$ cat src/rtl/map_updater_pkg.sv
// map_updater_pkg: tile codes, map geometry and FSM encoding shared by the map updater
package map_updater_pkg;

  // Tile codes stored in the map RAM
  typedef enum logic [1:0] {
    EMPTY = 2'b00,
    BRICK = 2'b01,
    STEEL = 2'b10,
    WATER = 2'b11
  } tile_t;

  // Controller states
  typedef enum logic [2:0] {
    IDLE,
    LD_RD,
    LD_WR,
    HIT_RD,
    HIT_CHK
  } state_t;

  // Map geometry in tiles and pixels
  localparam int TILE_PX  = 40;
  localparam int MAP_W    = 16;
  localparam int MAP_H    = 12;
  localparam int MAP_LAST = 191;

endpackage

$ cat src/rtl/map_updater_pix2tile.sv
// pix2tile: converts an impact pixel into a map tile address plus an out-of-range flag
module pix2tile
  import map_updater_pkg::*;
(
  input  logic [9:0]  x,
  input  logic [8:0]  y,
  output logic [10:0] addr,
  output logic        out_of_range
);

  logic [3:0] tx;
  logic [3:0] ty;

  assign out_of_range = (x >= 10'(MAP_W * TILE_PX)) || (y >= 9'(MAP_H * TILE_PX));
  // Division by a constant; the quotient only matters when in range, where it fits in 4 bits
  assign tx = 4'(x / 10'(TILE_PX));
  assign ty = 4'(y / 9'(TILE_PX));
  assign addr = out_of_range ? '0 : 11'(ty * MAP_W + tx);

endmodule

$ cat src/rtl/map_updater.sv
// map_updater: loads the tile map from the level ROM and resolves bullet impacts against it
module map_updater
  import map_updater_pkg::*;
(
  input  logic        clk25,
  input  logic        reset,
  input  logic        load_start,
  output logic [7:0]  level_addr,
  input  logic [1:0]  level_data,
  input  logic        hit_valid,
  output logic        hit_ready,
  input  logic [9:0]  hit_x,
  input  logic [8:0]  hit_y,
  output logic        hit_done,
  output logic [1:0]  hit_result,
  output logic [10:0] map_raddr,
  input  logic [1:0]  map_rdata,
  output logic [10:0] write,
  output logic        we,
  output logic [1:0]  data,
  output logic        load_done,
  output logic        busy
);

  state_t      state;
  state_t      state_nxt;
  logic [7:0]  cnt;
  logic [9:0]  hx;
  logic [8:0]  hy;
  logic [10:0] addr;
  logic        oor;
  logic        last;
  logic        accept;

  // Address is derived from the registered impact point so it is stable through HIT_RD/HIT_CHK
  pix2tile u_pix2tile (
    .x            (hx),
    .y            (hy),
    .addr         (addr),
    .out_of_range (oor)
  );

  assign last   = cnt == 8'(MAP_LAST);
  assign accept = hit_valid && hit_ready;

  // State register
  always_ff @(posedge clk25 or negedge reset) begin
    if (!reset) state <= IDLE;
    else        state <= state_nxt;
  end

  // Tile counter for loads and capture of the accepted impact point
  always_ff @(posedge clk25 or negedge reset) begin
    if (!reset) begin
      cnt <= '0;
      hx  <= '0;
      hy  <= '0;
    end else begin
      if (state == IDLE && load_start) cnt <= '0;
      else if (state == LD_WR && !last) cnt <= cnt + 8'd1;
      if (accept) begin
        hx <= hit_x;
        hy <= hit_y;
      end
    end
  end

  // Next state and outputs; a load request takes priority over a hit in IDLE
  always_comb begin
    state_nxt  = state;
    hit_ready  = 1'b0;
    level_addr = '0;
    we         = 1'b0;
    write      = '0;
    data       = '0;
    hit_done   = 1'b0;
    hit_result = '0;
    map_raddr  = '0;
    load_done  = 1'b0;
    busy       = state != IDLE;
    case (state)
      IDLE: begin
        hit_ready = reset && !load_start;
        state_nxt = load_start ? LD_RD : (hit_valid ? HIT_RD : IDLE);
      end
      LD_RD: begin
        level_addr = cnt;
        state_nxt  = LD_WR;
      end
      LD_WR: begin
        level_addr = cnt;
        we         = 1'b1;
        write      = {3'b000, cnt};
        data       = level_data;
        load_done  = last;
        state_nxt  = last ? IDLE : LD_RD;
      end
      HIT_RD: begin
        map_raddr = oor ? '0 : addr;
        state_nxt = HIT_CHK;
      end
      HIT_CHK: begin
        hit_done   = 1'b1;
        hit_result = oor ? STEEL : map_rdata;
        we         = !oor && (map_rdata == BRICK);
        write      = we ? addr : '0;
        data       = EMPTY;
        state_nxt  = IDLE;
      end
      default: state_nxt = IDLE;
    endcase
  end

endmodule

$ cat config.mk
export PLATFORM = sky130hd
export DESIGN_NAME = map_updater
export DESIGN_NICKNAME = d
export VERILOG_FILES = /design/src/rtl/map_updater_pkg.sv /design/src/rtl/map_updater_pix2tile.sv /design/src/rtl/map_updater.sv
export SDC_FILE = /design/constraint.sdc
export NUM_CORES = 1
export LEC_CHECK = 0
export ABC_AREA = 0
export BUFFER_PORTS_ARGS = -buffer_cell sky130_fd_sc_hd__buf_2
export CORE_AREA = 2 2 78 65
export DETAILED_ROUTE_END_ITERATION = 6
export DIE_AREA = 0 0 80 67
export PLACE_DENSITY = 0.73
export RECOVER_POWER = 50
export SLEW_MARGIN = 20
export SYNTH_ARGS = -nofsm -noshare
export SYNTH_HDL_FRONTEND = slang
export SYNTH_SLANG_ARGS = --single-unit
$ cat constraint.sdc
create_clock -name clk25 -period 1.65 [get_ports clk25]
set_clock_uncertainty 0.05 [all_clocks]
set_input_delay 0.165 -clock clk25 [delete_from_list [all_inputs] [get_ports clk25]]
set_output_delay 0.165 -clock clk25 [all_outputs]
set_load 0.01 [all_outputs]
== Word level (Yosys, flattened, before mapping) ==
Index checks and enable logic that the tools add are counted.
W data, S select, Z words.
Storage, ports and cells
  bits in registers: 30
  input port bits: 27
  output and inout port bits: 39
  word-level logic and storage cells: 48
Cells by class
  $add $sub $neg: 2
  div/mod/pow operators: 2
  order comparisons: 2
  eq/ne operators: 6
  muxes and demuxes: 19
  reductions and logical operators: 13
Operators with widths (count)
  $mux W11: 4
  $mux W8: 3
  $pmux W11 S2: 1
  $pmux W3 S4: 1
  $div A10 B6 Y10 const B: 1
  $ge A10 B10 Y1 const B: 1
  $mux W2: 5
  $add A8 B4 Y9: 1
  $div A9 B6 Y9 const B: 1
  $ge A9 B9 Y1 const B: 1
  $add A8 B1 Y8 const B: 1
  $eq A8 B8 Y1 const B: 1
  $eq A3 B2 Y1 const B: 2
  $logic_and A1 B1 Y1: 5
  $mux W1: 4
  $eq A3 B1 Y1 const B: 1
  $eq A3 B3 Y1 const B: 1
  $logic_not A1 Y1: 3
  $logic_not A3 Y1: 1
  $reduce_bool A3 Y1: 1
  $eq A2 B1 Y1 const B: 1
  $pmux W1 S2: 1
  $reduce_bool A2 Y1: 1
  $reduce_or A2 Y1: 1
  $logic_or A1 B1 Y1: 1

== Longest topological paths before layout ==
Gate-level depths: netlist of the first run.
  word-level depth: 6
  mapped depth: 8
  mapped depth without buffers: 7

== By module ==
From an unflattened synthesis of the first run, not the netlist that was laid out.
Unflattened totals
  cell total of the unflattened synthesis: 266
  area, all modules: 2344.7 um2
By module, submodules not included
  map_updater: times used 1, cells an instance 149, area an instance 1595.3 um2, sequential area each 750.7 um2
  pix2tile: times used 1, cells an instance 117, area an instance 749.5 um2, sequential area each 0.0 um2

== Least setup slack after synthesis of the first run ==
Ideal clock, no wire load.
  kind: reg-to-output
  start point: register hx[6]
  end point: output port map_raddr[0]
  data arrival time: 1.622 ns
  required time: 1.435 ns
  setup slack: -0.187 ns
  stages on the path, launching flop included: 9
  buffers on the path: 2
  cells stage by stage: dfrtp_1 buf_6 buf_2 nand3b_1 a21o_1 a21oi_1 nand4_1 o21a_1 a31oi_1
Between the ends
  cells in the longest elaborated chain, start to end: 5
  elaborated cells on any way between the ends: 7
  classes of those cells: add/sub: 1; div: 1; order compare: 1; mux: 3; reduce/logical: 1
RTL lines
  from (decl): RTL line map_updater.sv:28  | logic [9:0] hx;
  from (signal assigned): RTL line map_updater.sv:62  | hx <= hit_x;
  $div A10 B6 Y10 or $ge A10 B10 Y1 (tied branches): RTL line map_updater_pix2tile.sv:16, map_updater_pix2tile.sv:14
  $add A8 B4 Y9 or $logic_or A1 B1 Y1 (tied branches): RTL line map_updater_pix2tile.sv:18, map_updater_pix2tile.sv:14
  $mux W11: RTL line map_updater_pix2tile.sv:18  | assign addr = out_of_range ? '0 : 11'(ty * MAP_W + tx);
  $mux W11 (*): RTL line map_updater.sv:99  | map_raddr = oor ? '0 : addr;
  $mux W11 (*): RTL line map_updater.sv:81  | case (state)
  to (decl): RTL line map_updater.sv:16  | output logic [10:0] map_raddr,
Mark *: on every way between the ends. The rest lies on a longest branch, timed or not.

== Final worst setup path of the first run ==
  start point: register hx[6]
  end point: output port write[0]
Between the ends
  cells in the longest elaborated chain, start to end: 6
  elaborated cells on any way between the ends: 9
  classes of those cells: add/sub: 1; div: 1; order compare: 1; mux: 3; reduce/logical: 3
RTL lines
  branches (longest 4 deep; another with $div A10 B6 Y10)
  $mux W11 (*): RTL line map_updater.sv:106  | write = we ? addr : '0;
  $pmux W11 S2 (*): RTL line map_updater.sv:81
  to (decl): RTL line map_updater.sv:18  | output logic [10:0] write,
Every way passes the cells marked *.

==> out/results.txt, run 1 <==
Status -> finished with violations
Violations in the final reports -> DRC, setup timing
Wire length of the first global-routing pass -> 10.9 mm
Root Buffer -> sky130_fd_sc_hd__clkbuf_8
Hold path cells -> 2
Area growth from synthesis to layout -> 76.2%
Multiplexer share of the synthesized area -> 7.64%
PortBufs -> 53
Proportion of layout cells with a drive suffix above 1 -> 64.1%
Type of element capturing the critical path -> primary output
Routed wire length -> 8.92 mm
TritonCTS clock tree -> yes
Yosys cell types -> 63
Area share of the largest cell type after synthesis -> 29.3%
Number of enable-type register cells in the synthesized netlist -> 0
Leading post-synthesis cells by instance count -> sky130_fd_sc_hd__nor2_1 (27), sky130_fd_sc_hd__dfrtp_1 (24), sky130_fd_sc_hd__nand2_1 (20)
Crit-path slowest cell -> sky130_fd_sc_hd__dfrtp_2
1st-pass router iterations -> 7
Aggregate global-route resource usage -> 26.5%
Fin Hold WS -> 0.0522 ns
Number of global-route vias before repair -> 2272
Die outline area -> 5360 um2
CP Cell Sequence -> buf_6 > and4bb_1 > o211ai_1 > and3_4 > and2_4 > o2111a_1 > a22oi_2 > buf_2
Synthesis-stage register bit count -> 24
Netlist area before placement -> 2050 um2
Leakage power total -> 0.00173 uW
CTS sink cnt -> 24
Main combinational cell family by area after synthesis -> simple AND/OR/NAND/NOR gates
Clock transition at the registers of the reported paths -> 0.10 ns
Final weighted congestion of routability-driven global placement -> 0.917
Number of antenna violations at the first check in global routing -> 0
Remaining max-slew budget at the tightest pin -> 55.9%
Number of H-tree levels -> 1
Achievable Freq -> 417 MHz
Post-DP HPWL -> 4.79 mm
Clock period minus final worst setup slack -> 2.40 ns
Count of routing violations after the opening detailed-route iteration -> 253
Residual overflow from global routing -> 0
Parity-gate share of the synthesized area counting xor and xnor cells -> 4.71%
Critical register-to-register path startpoint -> state[0]
Path type of the worst min-delay path -> in -> reg
Per-instance average area after synthesis -> 8.29 um2
Worst setup path category -> reg -> out
Worst slew pin tran -> 0.662 ns
Vias per cell -> 5.95
Capture point of the worst reg-to-reg path -> cnt[7]
Total clock buffers created by CTS -> 3
Pin count of the biggest net entering global routing -> 25
Critical Path Start Type -> flop
Leading cell types by total area after synthesis -> sky130_fd_sc_hd__dfrtp_1 (29%), sky130_fd_sc_hd__nor2_1 (5.0%), sky130_fd_sc_hd__mux2_1 (3.9%)
Max Fanout on Critical Path -> 5
Synth Warn # -> 0
Period Utilization, post-route -> 145%
Number of hold-slack violations in the final timing report -> 0
Width of the die -> 80 um
Final antenna diode count -> 0
Post-synthesis sequential area ratio -> 29.3%
Count of nets after finishing -> 408
Initial standard-cell utilization of the core -> 45.3%
Total vias in the final route -> 2611
Clock latency at the later pin of the worst-skew pair -> 0.28 ns
Signal arrival time at the worst endpoint -> 2.18 ns
Floorplan die height -> 67 um
Delay of the slowest cell on the worst path -> 0.47 ns
Simple-gate share of the synthesized area -> 29.5%
Post-synthesis adder-cell area fraction -> 0.611%
Most frequent cell after synthesis -> sky130_fd_sc_hd__nor2_1
DRC -> 1
Final Slew Violations -> 0
Worst reg-to-reg path cell count -> 8
Power per cell area -> 2050 nW/um2
Setup violation total in the final timing report -> 47
Filler Cell Count -> 270
Worst IR Drop VDD -> 0.00150 V
Most used flip-flop cell after synthesis -> sky130_fd_sc_hd__dfrtp_1
Hold Path Sink -> hy[7]
FP Rows -> 22
Count of antenna-violating nets left after detailed routing -> 0
Post-synthesis cell count -> 247
Share of flip-flops with an asynchronous set or reset -> 100%
Required time at the worst-slack endpoint -> 1.43 ns
Placeable core region -> 4510 um2
Setup repair after global routing missed its margin -> yes
Synth Area in Compound Gates -> 19.6%
FF-to-FF setup slack -> -0.22 ns
Number of max-cap violations -> 0
Detail-routed net length per standard cell -> 20.3 um
Launch point of the worst hold path -> hit_y[7]
Total I/O pin count -> 66
Smallest setup slack after layout -> -0.747 ns
Library cell occupying the most area in the post-synthesis netlist -> sky130_fd_sc_hd__dfrtp_1
Number of buffers on the longest clock path -> 2
Total power -> 7390 uW
## state kept, by name, summed over array words and instances (netlist names)
register  count
cnt           8
hx            7
hy            6
state         3
## timing repair
action                                  CTS  global route
setup buffers                            14            18
pin swaps                                21            27
hold buffers                              1             0
hold endpoints to repair                 24             0
endpoints found under the setup margin   37            45
gates resized for setup                  66            78
gates cloned                              0             1
## area by class of cell
cell class | instances | area [um2] | area share, %
Clock buffer | 4 | 55.1 | 1.53
Inverter | 9 | 36.3 | 1.01
Multi-Input combinational cell | 199 | 1720 | 47.7
Sequential cell | 24 | 617 | 17.1
Tap cell | 60 | 75.1 | 2.08
Timing Repair Buffer | 143 | 1100 | 30.6
## cell families (layout without fill, tap and decap cells)
| kind of cell | count (synthesis) | count (layout) |
|---|---|---|
| other | 1 | 6 |
| buffers and inverters | 30 | 156 |
| multiplexers | 14 | 14 |
| AO/OA/AOI/OAI | 57 | 57 |
| XOR/XNOR | 11 | 11 |
| adder cells (fa/ha/maj) | 1 | 1 |
| AND/OR/NAND/NOR | 109 | 110 |
| flip-flops | 24 | 24 |
## worst max-delay path, delay by kind of cell, from the launching register on
| kind | cells | cell delay (ns) |
|---|---|---|
| AO/OA/AOI/OAI | 3 | 0.48 |
| flip-flops | 1 | 0.47 |
| AND/OR/NAND/NOR | 3 | 0.63 |
| buffers and inverters | 2 | 0.32 |
## placed cells by master (no fill, tap or decap), types with 3 or more instances in the layout
cell type | Yosys | final
sky130_fd_sc_hd__conb_1 | 1 | 6
sky130_fd_sc_hd__nand2_1 | 20 | 16
sky130_fd_sc_hd__clkbuf_8 | 0 | 4
sky130_fd_sc_hd__nor2b_1 | 6 | 3
sky130_fd_sc_hd__buf_4 | 8 | 54
sky130_fd_sc_hd__xor2_1 | 6 | 6
sky130_fd_sc_hd__a21o_1 | 5 | 5
sky130_fd_sc_hd__nor2_4 | 0 | 3
sky130_fd_sc_hd__nor2_2 | 1 | 6
sky130_fd_sc_hd__o21ai_1 | 4 | 4
sky130_fd_sc_hd__buf_2 | 6 | 46
sky130_fd_sc_hd__nor2_1 | 27 | 19
sky130_fd_sc_hd__mux2_2 | 6 | 6
sky130_fd_sc_hd__a21oi_2 | 1 | 4
sky130_fd_sc_hd__nand3_1 | 8 | 7
sky130_fd_sc_hd__inv_1 | 8 | 7
sky130_fd_sc_hd__nand4_1 | 5 | 5
sky130_fd_sc_hd__a21oi_1 | 9 | 5
sky130_fd_sc_hd__buf_6 | 3 | 38
sky130_fd_sc_hd__and2_4 | 1 | 6
sky130_fd_sc_hd__nand2b_4 | 0 | 5
sky130_fd_sc_hd__nand2_2 | 1 | 4
sky130_fd_sc_hd__xnor2_1 | 5 | 4
sky130_fd_sc_hd__mux2_4 | 0 | 6
sky130_fd_sc_hd__and2_1 | 11 | 6
sky130_fd_sc_hd__dfrtp_2 | 0 | 13
sky130_fd_sc_hd__o21ai_2 | 1 | 6
sky130_fd_sc_hd__dfrtp_1 | 24 | 11
sky130_fd_sc_hd__o21ai_0 | 11 | 4
## metrics by stage
step / utilization, % / std cells / setup TNS, ns / setup WS [ns] / instance area [um2]
3_3_place_gp: 60.9 / 404 / -2.72 / -0.325 / 2750
2_1_floorplan: - / 252 / -0.253 / -0.115 / 2100
3_5_place_dp: 60.9 / 404 / -3.61 / -0.416 / 2750
4_1_cts: 69.7 / 422 / -7.98 / -0.627 / 3140
5_1_grt: 79.9 / 439 / -15.58 / -0.916 / 3610
6_report: 79.9 / 439 / -12.34 / -0.747 / 3610
## per-layer routing
metal  GRT usage, %  part of all wire [%]  vias up
met5              0                     0        -
met4           7.42                   6.7        0
met3           4.61                   9.1       68
met2           47.2                    48      197
met1           32.9                    36     1211
li1               -                     -     1135
## where the power goes
part | internal [uW] | switching (uW) | total (uW) | leakage [uW]
sequential | 839 | 379 | 1220 | 0.000290
combinational | 2890 | 2860 | 5750 | 0.00141
clock | 214 | 208 | 422 | 0.0000288
## how the worst max path moves through the flow
| stage | startpoint | endpoint |
|---|---|---|
| floorplan | hx[7] | write[0] |
| global placement | hx[5] | write[0] |
| detailed placement | hx[6] | map_raddr[0] |
| CTS | hx[7] | map_raddr[0] |
| global route | hx[8] | write[0] |
| finish | hx[6] | write[0] |
Power figures use the tool's default switching activity.
==> run 2, diff against run 1 <==
Settings changed: CORE_AREA 2 2 78 65 to 2 2 79 66, CTS_BUF_LIST set to sky130_fd_sc_hd__clkbuf_8, DIE_AREA 0 0 80 67 to 0 0 81 68, PLACE_DENSITY 0.73 to 0.71.
==> run 2 against run 1 <==
Net effect: the flow finishes with violations (setup timing); sequential power increased by 4%; largest cell class unchanged; cell area fell by 0.31%; die area grew 2.8%; largest power group unchanged; total power decreased by 3.7%; highest routed layer unchanged; maximum frequency up 0.20%; final cell count is 0.46% lower; global-route usage fell by 2.8 points; critical endpoint unchanged; setup slack gained 0.0047 ns; non-clock buffer count is 3 lower; sequential cell count unchanged.
==> out/results.txt, run 2 (synthesized netlist as in run 1, its figures left out) <==
Status -> finished with violations
Violations in the final reports -> setup timing
Filler Cell Count -> 345
Total I/O pin count -> 66
Root Buffer -> sky130_fd_sc_hd__clkbuf_8
Power per cell area -> 1980 nW/um2
Count of routing violations after the opening detailed-route iteration -> 196
Period Utilization, post-route -> 145%
Number of max-cap violations -> 0
TritonCTS clock tree -> yes
Count of placed standard cells including taps -> 407
Die outline area -> 5510 um2
Vias per cell -> 5.59
Total power -> 7120 uW
Top library cells by usage in the layout, fill and taps aside -> sky130_fd_sc_hd__buf_4 (57), sky130_fd_sc_hd__buf_2 (40), sky130_fd_sc_hd__buf_6 (37), sky130_fd_sc_hd__nor2_1 (19), sky130_fd_sc_hd__nand2_1 (16)
Number of global-route vias before repair -> 2073
Launch point of the worst hold path -> hit_y[4]
Initial standard-cell utilization of the core -> 42.8%
Pin count of the biggest net entering global routing -> 25
Proportion of layout cells with a drive suffix above 1 -> 64.3%
Placeable core region -> 4780 um2
Width of the die -> 81 um
Design Area, Final -> 3600 um2
TNS Setup -> -11.50 ns
Aggregate global-route resource usage -> 23.7%
Met3 global-route usage -> 3.96%
Count of nets after finishing -> 404
Clock latency at the later pin of the worst-skew pair -> 0.28 ns
Smallest setup slack after layout -> -0.742 ns
Total vias in the final route -> 2444
Met1 Track Usage GR -> 33.0%
Remaining max-slew budget at the tightest pin -> 55.8%
Critical Path Start Type -> flop
Flip-flop count of the largest register after layout -> 8
Setup repair after global routing missed its margin -> yes
Residual overflow from global routing -> 0
CTS sink cnt -> 24
Most common cell after layout, fill and taps aside -> sky130_fd_sc_hd__buf_4
Register with the highest flop count -> cnt
Post-DP HPWL -> 4.70 mm
Clock transition at the registers of the reported paths -> 0.10 ns
Critical register-to-register path startpoint -> state[1]
Path type of the worst min-delay path -> in -> reg
Clock period minus final worst setup slack -> 2.39 ns
Signal arrival time at the worst endpoint -> 2.18 ns
Wire length of the first global-routing pass -> 10.0 mm
Floorplan die height -> 68 um
1st-pass router iterations -> 4
Worst setup path category -> reg -> out
Worst reg-to-reg path cell count -> 8
Number of hold-slack violations in the final timing report -> 0
PortBufs -> 53
Worst IR Drop VDD -> 0.00134 V
FF-to-FF setup slack -> -0.20 ns
Number of buffers on the longest clock path -> 2
End point of the critical path -> write[0]
Leakage power total -> 0.00170 uW
Post-Place Worst Slack -> -0.465 ns
Placed Area -> 2770 um2
Setup violation total in the final timing report -> 50
Number of H-tree levels -> 1
Global routing met2 resource utilization -> 39.3%
Detail-routed net length per standard cell -> 17.8 um
Final antenna diode count -> 0
Routed wire length -> 7.79 mm
Launching element of the worst setup path -> hx[5]
Number of antenna violations at the first check in global routing -> 0
FP Rows -> 23
Worst slew pin tran -> 0.664 ns
Count of antenna-violating nets left after detailed routing -> 0
Achievable Freq -> 418 MHz
Area growth from synthesis to layout -> 75.7%
Layer with the highest usage after global routing -> met2
Type of element capturing the critical path -> primary output
Capture point of the worst reg-to-reg path -> cnt[5]
Biggest registers after layout -> cnt x8, hx x7, hy x6
Max Fanout on Critical Path -> 7
Final non-filler cell total -> 437
Total clock buffers created by CTS -> 3
Required time at the worst-slack endpoint -> 1.43 ns
Final Slew Violations -> 0
DRC -> 0
Final weighted congestion of routability-driven global placement -> 0.908
-- run 2: cell types whose count changed in the layout (fill, tap and decap cells not counted), moves of 3 or more --
| cell | before | now |
|---|---|---|
| sky130_fd_sc_hd__and2_1 | 6 | 3 |
| sky130_fd_sc_hd__and2_4 | 6 | 9 |
| sky130_fd_sc_hd__buf_2 | 46 | 40 |
| sky130_fd_sc_hd__buf_4 | 54 | 57 |
| sky130_fd_sc_hd__nand2b_1 | 1 | 4 |
| sky130_fd_sc_hd__nand2b_4 | 5 | 1 |
| sky130_fd_sc_hd__nor2_2 | 6 | 3 |
| sky130_fd_sc_hd__nor2_4 | 3 | 6 |
-- run 2: how the worst min path moves through the flow --
| stage | to | slack [ns] | depth (start not counted) |
|---|---|---|---|
| final | hy[4] | 0.06 | 2 |
| after CTS | hy[4] | 0.04 | 2 |
| after global routing | hy[5] | 0.06 | 2 |
| after global placement | hx[3] | 0.20 | 2 |
| after floorplan | cnt[0] | -0.18 | 0 |
| after detailed placement | hx[3] | 0.21 | 2 |
-- run 2: worst max-delay path, cell delays in order (launching register included) --
cell and delay, ns:
sky130_fd_sc_hd__dfrtp_2 0.48, sky130_fd_sc_hd__buf_4 0.18, sky130_fd_sc_hd__nor2_1 0.24, sky130_fd_sc_hd__nand3_1 0.13
sky130_fd_sc_hd__and3_4 0.20, sky130_fd_sc_hd__and2_4 0.15, sky130_fd_sc_hd__o2111a_1 0.23, sky130_fd_sc_hd__a22oi_2 0.14
sky130_fd_sc_hd__buf_2 0.15
-- run 2: metal layers --
layer | routed length [um] | vias up
li1 | - | 1125
met1 | 3380 | 1214
met2 | 3860 | 94
met3 | 441 | 11
met4 | 106 | 0
met5 | 0 | -
-- run 2: power by group --
part           internal (uW)  switching, uW
registers                835            435
clock network            214            217
logic                   2820           2590
total                   3870           3250
-- run 2: timing repair --
action	CTS	global route
gates resized for setup	44	106
hold endpoints to repair	24	0
pin swaps	8	32
buffers inserted	6	21
hold buffers	1	0
endpoints found under the setup margin	30	48
-- run 2: layout make-up --
type                       count  area [um2]  share of cell area (%)
multi-input combinational    198        1700                    47.2
tap                           62        77.6                    2.16
sequential                    24         614                    17.1
inverter                       9        38.8                    1.08
timing repair buffer         140        1110                    31.0
clock buffer                   4        55.1                    1.53
-- run 2: metrics by stage --
step | hold slack, ns | util, %
floorplan | -0.181 | -
global placement | 0.198 | 58.0
detailed placement | 0.210 | 58.0
CTS | 0.0436 | 63.1
global route | 0.0605 | 75.3
finish | 0.0605 | 75.3
